--- src/rtl/prio_encoder8to3_seq.sv ---
// Sequential 8-to-3 priority encoder: captures an active-low request bus
// and emits one index per valid/ready handshake, then pulses done.
module prio_encoder8to3_seq #(
    parameter int LSB_FIRST = 1
) (
    input  logic       clk,
    input  logic       rst_n,
    input  logic [7:0] req_n,
    input  logic       load,
    output logic [2:0] code_out,
    output logic       code_valid,
    input  logic       code_ready,
    output logic       busy,
    output logic       done,
    output logic       none
);

    typedef enum logic [1:0] {
        IDLE = 2'd0,
        SCAN = 2'd1,
        DONE = 2'd2
    } state_e;

    state_e     state_q, state_d;
    logic [7:0] pending_q, pending_d;
    logic [2:0] code_q, code_d;
    logic       valid_q, valid_d;
    logic       busy_q, busy_d;
    logic       done_q, done_d;
    logic       none_q, none_d;

    logic [7:0] req_mask;
    logic [7:0] served_mask;

    function automatic logic [2:0] prio(input logic [7:0] m);
        logic [2:0] idx;
        idx = 3'd0;
        if (LSB_FIRST != 0) begin
            for (int i = 7; i >= 0; i--)
                if (m[i]) idx = 3'(i);
        end else begin
            for (int i = 0; i < 8; i++)
                if (m[i]) idx = 3'(i);
        end
        return idx;
    endfunction

    assign req_mask    = ~req_n;
    assign served_mask = pending_q & ~(8'd1 << code_q);

    always_comb begin
        state_d   = state_q;
        pending_d = pending_q;
        code_d    = code_q;
        valid_d   = valid_q;
        busy_d    = busy_q;
        done_d    = 1'b0;
        none_d    = 1'b0;
        unique case (state_q)
            IDLE: begin
                if (load) begin
                    if (req_mask != 8'd0) begin
                        pending_d = req_mask;
                        code_d    = prio(req_mask);
                        valid_d   = 1'b1;
                        busy_d    = 1'b1;
                        state_d   = SCAN;
                    end else begin
                        done_d = 1'b1;
                        none_d = 1'b1;
                    end
                end
            end
            SCAN: begin
                if (valid_q && code_ready) begin
                    pending_d = served_mask;
                    if (served_mask != 8'd0) begin
                        code_d = prio(served_mask);
                    end else begin
                        code_d  = 3'd0;
                        valid_d = 1'b0;
                        busy_d  = 1'b0;
                        done_d  = 1'b1;
                        state_d = DONE;
                    end
                end
            end
            DONE: begin
                state_d = IDLE;
            end
            default: begin
                state_d   = IDLE;
                pending_d = 8'd0;
                code_d    = 3'd0;
                valid_d   = 1'b0;
                busy_d    = 1'b0;
            end
        endcase
    end

    always_ff @(posedge clk or negedge rst_n) begin
        if (!rst_n) begin
            state_q   <= IDLE;
            pending_q <= 8'd0;
            code_q    <= 3'd0;
            valid_q   <= 1'b0;
            busy_q    <= 1'b0;
            done_q    <= 1'b0;
            none_q    <= 1'b0;
        end else begin
            state_q   <= state_d;
            pending_q <= pending_d;
            code_q    <= code_d;
            valid_q   <= valid_d;
            busy_q    <= busy_d;
            done_q    <= done_d;
            none_q    <= none_d;
        end
    end

    assign code_out   = code_q;
    assign code_valid = valid_q;
    assign busy       = busy_q;
    assign done       = done_q;
    assign none       = none_q;

endmodule

--- config.mk ---
export PLATFORM = sky130hd
export DESIGN_NAME = prio_encoder8to3_seq
export DESIGN_NICKNAME = d
export VERILOG_FILES = /design/src/rtl/prio_encoder8to3_seq.sv
export SDC_FILE = /design/constraint.sdc
export NUM_CORES = 1
export LEC_CHECK = 0
export CAP_MARGIN = 10
export CORE_MARGIN = 2
export CORE_UTILIZATION = 40
export DETAILED_ROUTE_END_ITERATION = 8
export GPL_TIMING_DRIVEN = 0
export PLACE_DENSITY = 0.68
export SLEW_MARGIN = 20
export SYNTH_ARGS = -nofsm -noshare
export SYNTH_HDL_FRONTEND = slang
export SYNTH_SLANG_ARGS = --single-unit
--- constraint.sdc ---
create_clock -name clk -period 1.9 [get_ports clk]
set_clock_uncertainty 0.05 [all_clocks]
set_input_delay 0.57 -clock clk [delete_from_list [all_inputs] [get_ports clk]]
set_output_delay 0.57 -clock clk [all_outputs]
set_load 0.01 [all_outputs]
Word-level counts from Yosys, hierarchy flattened
Index checks and enable logic that the tools add are counted.

word-level totals
  flip-flop bits (word level) = 16
  input bits = 12
  output and inout port bits = 7
  logic and storage cells = 65

cells by class
  equality and inequality tests = 6
  shift operators = 1
  mux-type cells = 41
  bitwise logic cells = 4
  reductions and logical operators = 7

operators by type and width
  kind                 count
  $mux 3               20
  $mux 8               3
  $pmux 8 s3           1
  $not 8->8            2
  $reduce_bool 8->1    2
  $mux 1               9
  $pmux 3 s3           1
  $and 8x8->8          1
  $mux 2               4
  $ne 2x2->1 const B   4
  $reduce_and 4->1     2
  $shl 1x3->8 const A  1
  $reduce_and 5->1     1
  $pmux 2 s2           1
  $pmux 1 s3           1
  $eq 2x1->1 const B   1
  $eq 2x2->1 const B   1
  $logic_not 2->1      1
  $pmux 1 s2           1
  $logic_and 1x1->1    1
  $not 1->1            1

Logic depth before layout (Yosys ltp)
  word-level depth = 14
  gate-level depth with buffers = 7
  depth with buffers taken out = 5

Least setup slack after synthesis
No wires, ideal clock.

  path type = input to register
  start = input req_n[0]
  end = register code_q[0] (netlist: code_out[0])
  setup time = 126 ps
  arrival = 1,831 ps
  data required time = 1,724 ps
  setup slack = -107 ps
  stages = 5
  buffers on the path = 0
  cells stage by stage = or3b_4 -> nor4_4 -> or3_4 -> nor3_1 -> a221o_1

between the ends
  word-level cells in the longest chain between the ends = 5
  elaborated cells on any way between the ends = 8
  classes of those cells = eq/ne (1); mux (4); bitwise (1); reduce/logical (2)

RTL lines
  element               RTL line  text
  start, declared       8         input logic [7:0] req_n,
  $not 8->8 *           48        assign req_mask = ~req_n;
  $mux 3                40        if (m[i]) idx = 3'(i);
  $mux 3                62        if (req_mask != 8'd0) begin
  $mux 3                61        if (load) begin
  $pmux 3 s3            59        unique case (state_q)
  end signal, assigned  113       code_q <= code_d;
  end, declared         26        logic [2:0] code_q, code_d;

Every way passes the cells marked *; elsewhere a longest branch is shown, timed or not. The select of a mux whose other input is x is not followed.
A chain may end at the register's enable or synchronous reset.

Worst setup path in the final report
  start = input load
  end = register code_q[0] (netlist: code_out[0])

between the ends
  word-level cells in the longest chain between the ends = 2

RTL lines
  element                     RTL line  text
  start, declared             9         input logic load,
  $ne 2x2->1 (no line)        --
  $reduce_and 4->1 (no line)  --

Every way passes these cells.

==> reports/qor.yml <==
outcome:
  status: "finished clean"
timing:
  setup_viol: 0
  post-route-period-util: 0.990
  max_freq_mhz: 532
  hold_viol: 0
  rsz0062_at_grt: "yes"
  relSlewSlack: 0.506
  period_needed_ns: 1.88
  worst_pin_slew_ns: 0.738
  final_max_slew_viol_count: 0
worst_setup_path:
  max_stage_delay_ns: 0.49
  cp.arrival_ns: 2.02
  cp_slowest_cell: "clkdlybuf4s50_1"
  critPathKind: "in2reg"
  critical_path.endpoint_type: "flip-flop"
  crit_chain: "clkdlybuf4s50_1, nor2b_2, o22ai_2, or2_4, a221o_1"
  crit_required_ns: 2.04
  critPathLaunchType: "input pin"
  path_max_fanout: 5
min_path:
  hold_path_class: "reg2reg"
logic_synthesis:
  ys.flop_type: "dfrtp_1"
  synthArstFlopShare: 1.00
  netlist_instances: 134
  synth-edff-count: 0
  synth_cell_types: 45
  syn-num-nets: 146
  netlist_area_um2: 1120
  synth_top_area_frac: 0.358
  yosys.area.top_type: "dfrtp_1"
  yosys-top-cells-count: "dfrtp_1 (16), nor2_1 (14), nand2_1 (11), o21ai_0 (9)"
  avgSynthCellArea_um2: 8.36
  yosys_register_bits: 16
  synth-seq-area-share: 0.358
  synth_top_cells_by_area: "dfrtp_1 (36%), nor2_1 (4.7%), o21ai_0 (4.0%)"
  yosysMostFrequentCell: "dfrtp_1"
  yosysWarnings: 0
clocking:
  cts-buffers-inserted: 3
  clk_pin_slew_ns: 0.10
  htreeDepth: 1
  cts_tree: "yes"
  cts-root-buf: "clkbuf_4"
  cts_sinks: 16
  clk_path_buf_depth: 2
  clk_latency_ns: 0.29
final_layout:
  finish.instance_area_um2: 1550
  diodes: 0
  fill_cells: 262
  syn2layout_area_growth_pct: 38.1
  drive_above_1_share: 0.265
  finalNetCount: 175
  layout.cells.non_filler: 193
pwr:
  switching_share: 0.461
  powerDensity_nw_per_um2: 1580
  p_leak_nw: 0.654
  pwr-share-clk: 0.097
  intPower_w: 0.00131
  combPwrFrac: 0.641
  power_switching_w: 0.00112
  seqPwrFrac: 0.262
  vdd_drop_max_mv: 1.03
route:
  dr_total_vias: 1173
  drt_iter0_markers: 51
  wirelength_um: 3170
  detail-route-antenna-nets: 0
  viasPerCell: 6.08
  drc_errors: 0
  firstDrtPassIters: 4
  wl_per_cell_um: 16.4
global_route:
  grt-ovfl-total: 0
  grt_pass1_vias: 1034
  grt_max_degree: 17
  antenna_found_initial: 0
  track_usage: 0.190
  grt_first_pass_wirelength_um: 4820
placed_design:
  port_buffers: 18
  dp_cells: 183
  placed_area_um2: 1340
  dp_hpwl_um: 2170
  gp_congestion: 0.961
floorplanning:
  initial_core_util: 0.413
  rows: 19
  die_w_um: 56.9
  die_area_um2: 3240
  die_height_um: 56.9
  ios: 19
  core_area_um2: 2710
run:
  drv_cap: 0
## power by group through the flow
| stage | Combinational [W] | Sequential (W) | Clock, W |
|---|---|---|---|
| floorplan | 0.000906 | 0.000617 | 0 |
| global placement | 0.00124 | 0.000621 | 0 |
| detailed placement | 0.00126 | 0.000635 | 0 |
| CTS | 0.00130 | 0.000623 | 0.000239 |
| global route | 0.00171 | 0.000662 | 0.000254 |
| finish | 0.00156 | 0.000638 | 0.000237 |
## worst max-delay path, delay by kind of cell
kind            cells  cell delay, ns
compound gates      2            0.47
buf+inv             1            0.49
simple gates        2            0.49
## layout make-up
cell class,instances,area [µm²],area share
sequential,16,400,0.259
timing repair buffer,24,231,0.150
inverter,3,11.3,0.00728
multi-input combinational,107,776,0.502
tap,31,38.8,0.0251
clock buffer,4,36.3,0.0235
buffer,8,52.6,0.0340
## state kept, by name (all words and copies together) (netlist names)
register / cells
pending_q: 8
done: 1
none: 1
code_out: 3
state_q: 2
busy: 1
## what timing repair did
| item | CTS | global route |
|---|---|---|
| endpoints found under the setup margin | 14 | 9 |
| pin swaps | 5 | 8 |
| gates resized for setup | 13 | 28 |
| buffers inserted | 5 | 1 |
| cloned | 0 | 1 |
| hold buffers | 0 | 0 |
## placed cells by master (no fill, tap or decap), drive strengths merged, types with 5 or more instances in the layout
master	n
dfrtp	16
nor2	14
buf	13
o21ai	12
nand2	11
clkdlybuf4s50	9
a21oi	7
nand2b	7
nor3	6
clkbuf	5
## cell families after synthesis
| family | Yosys count | share of synthesized area |
|---|---|---|
| buffers and inverters | 12 | 0.0514 |
| muxes | 4 | 0.0369 |
| and+or+nand+nor | 57 | 0.287 |
| DFF | 16 | 0.358 |
| AOI/OAI and AO/OA | 45 | 0.267 |
## metrics by stage
| stage | total power, W | utilization | hold WS, ns | setup WS (ns) | TNS (ns) |
|---|---|---|---|---|---|
| floorplan | 0.00152 | - | 0.224 | 0.0310 | 0 |
| global placement | 0.00186 | 0.494 | 0.480 | -0.561 | -5.81 |
| detailed placement | 0.00189 | 0.494 | 0.478 | -0.572 | -6.12 |
| CTS | 0.00216 | 0.527 | 0.500 | 0.00787 | 0 |
| global route | 0.00262 | 0.571 | 0.565 | -0.0172 | -0.0290 |
| finish | 0.00244 | 0.571 | 0.498 | 0.0188 | 0 |
## per-layer routing
metal / vias to the layer above / wire, µm / part of all wire / GRT usage
met5: - / 0 / 0 / 0
met4: 0 / 38 / 0.012 / 0.0598
met3: 4 / 184 / 0.058 / 0.0230
met2: 52 / 1510 / 0.48 / 0.281
met1: 569 / 1440 / 0.45 / 0.290
li1: 548 / - / - / -
## final timing paths
| kind | cells after the start | end | startpoint | slack, ns |
|---|---|---|---|---|
| max reg2reg | 5 | code_out[2] | code_out[1] | 0.07 |
| max in group asynchronous | 1 | pending_q[3] | rst_n | 0.69 |
| min in group asynchronous | 1 | state_q[0] | rst_n | 0.65 |
| min | 2 | pending_q[1] | pending_q[1] | 0.50 |
| min reg2reg | 2 | pending_q[1] | pending_q[1] | 0.50 |
| max | 5 | code_out[0] | load | 0.02 |
Note: power is estimated with default switching activity, not from simulation.
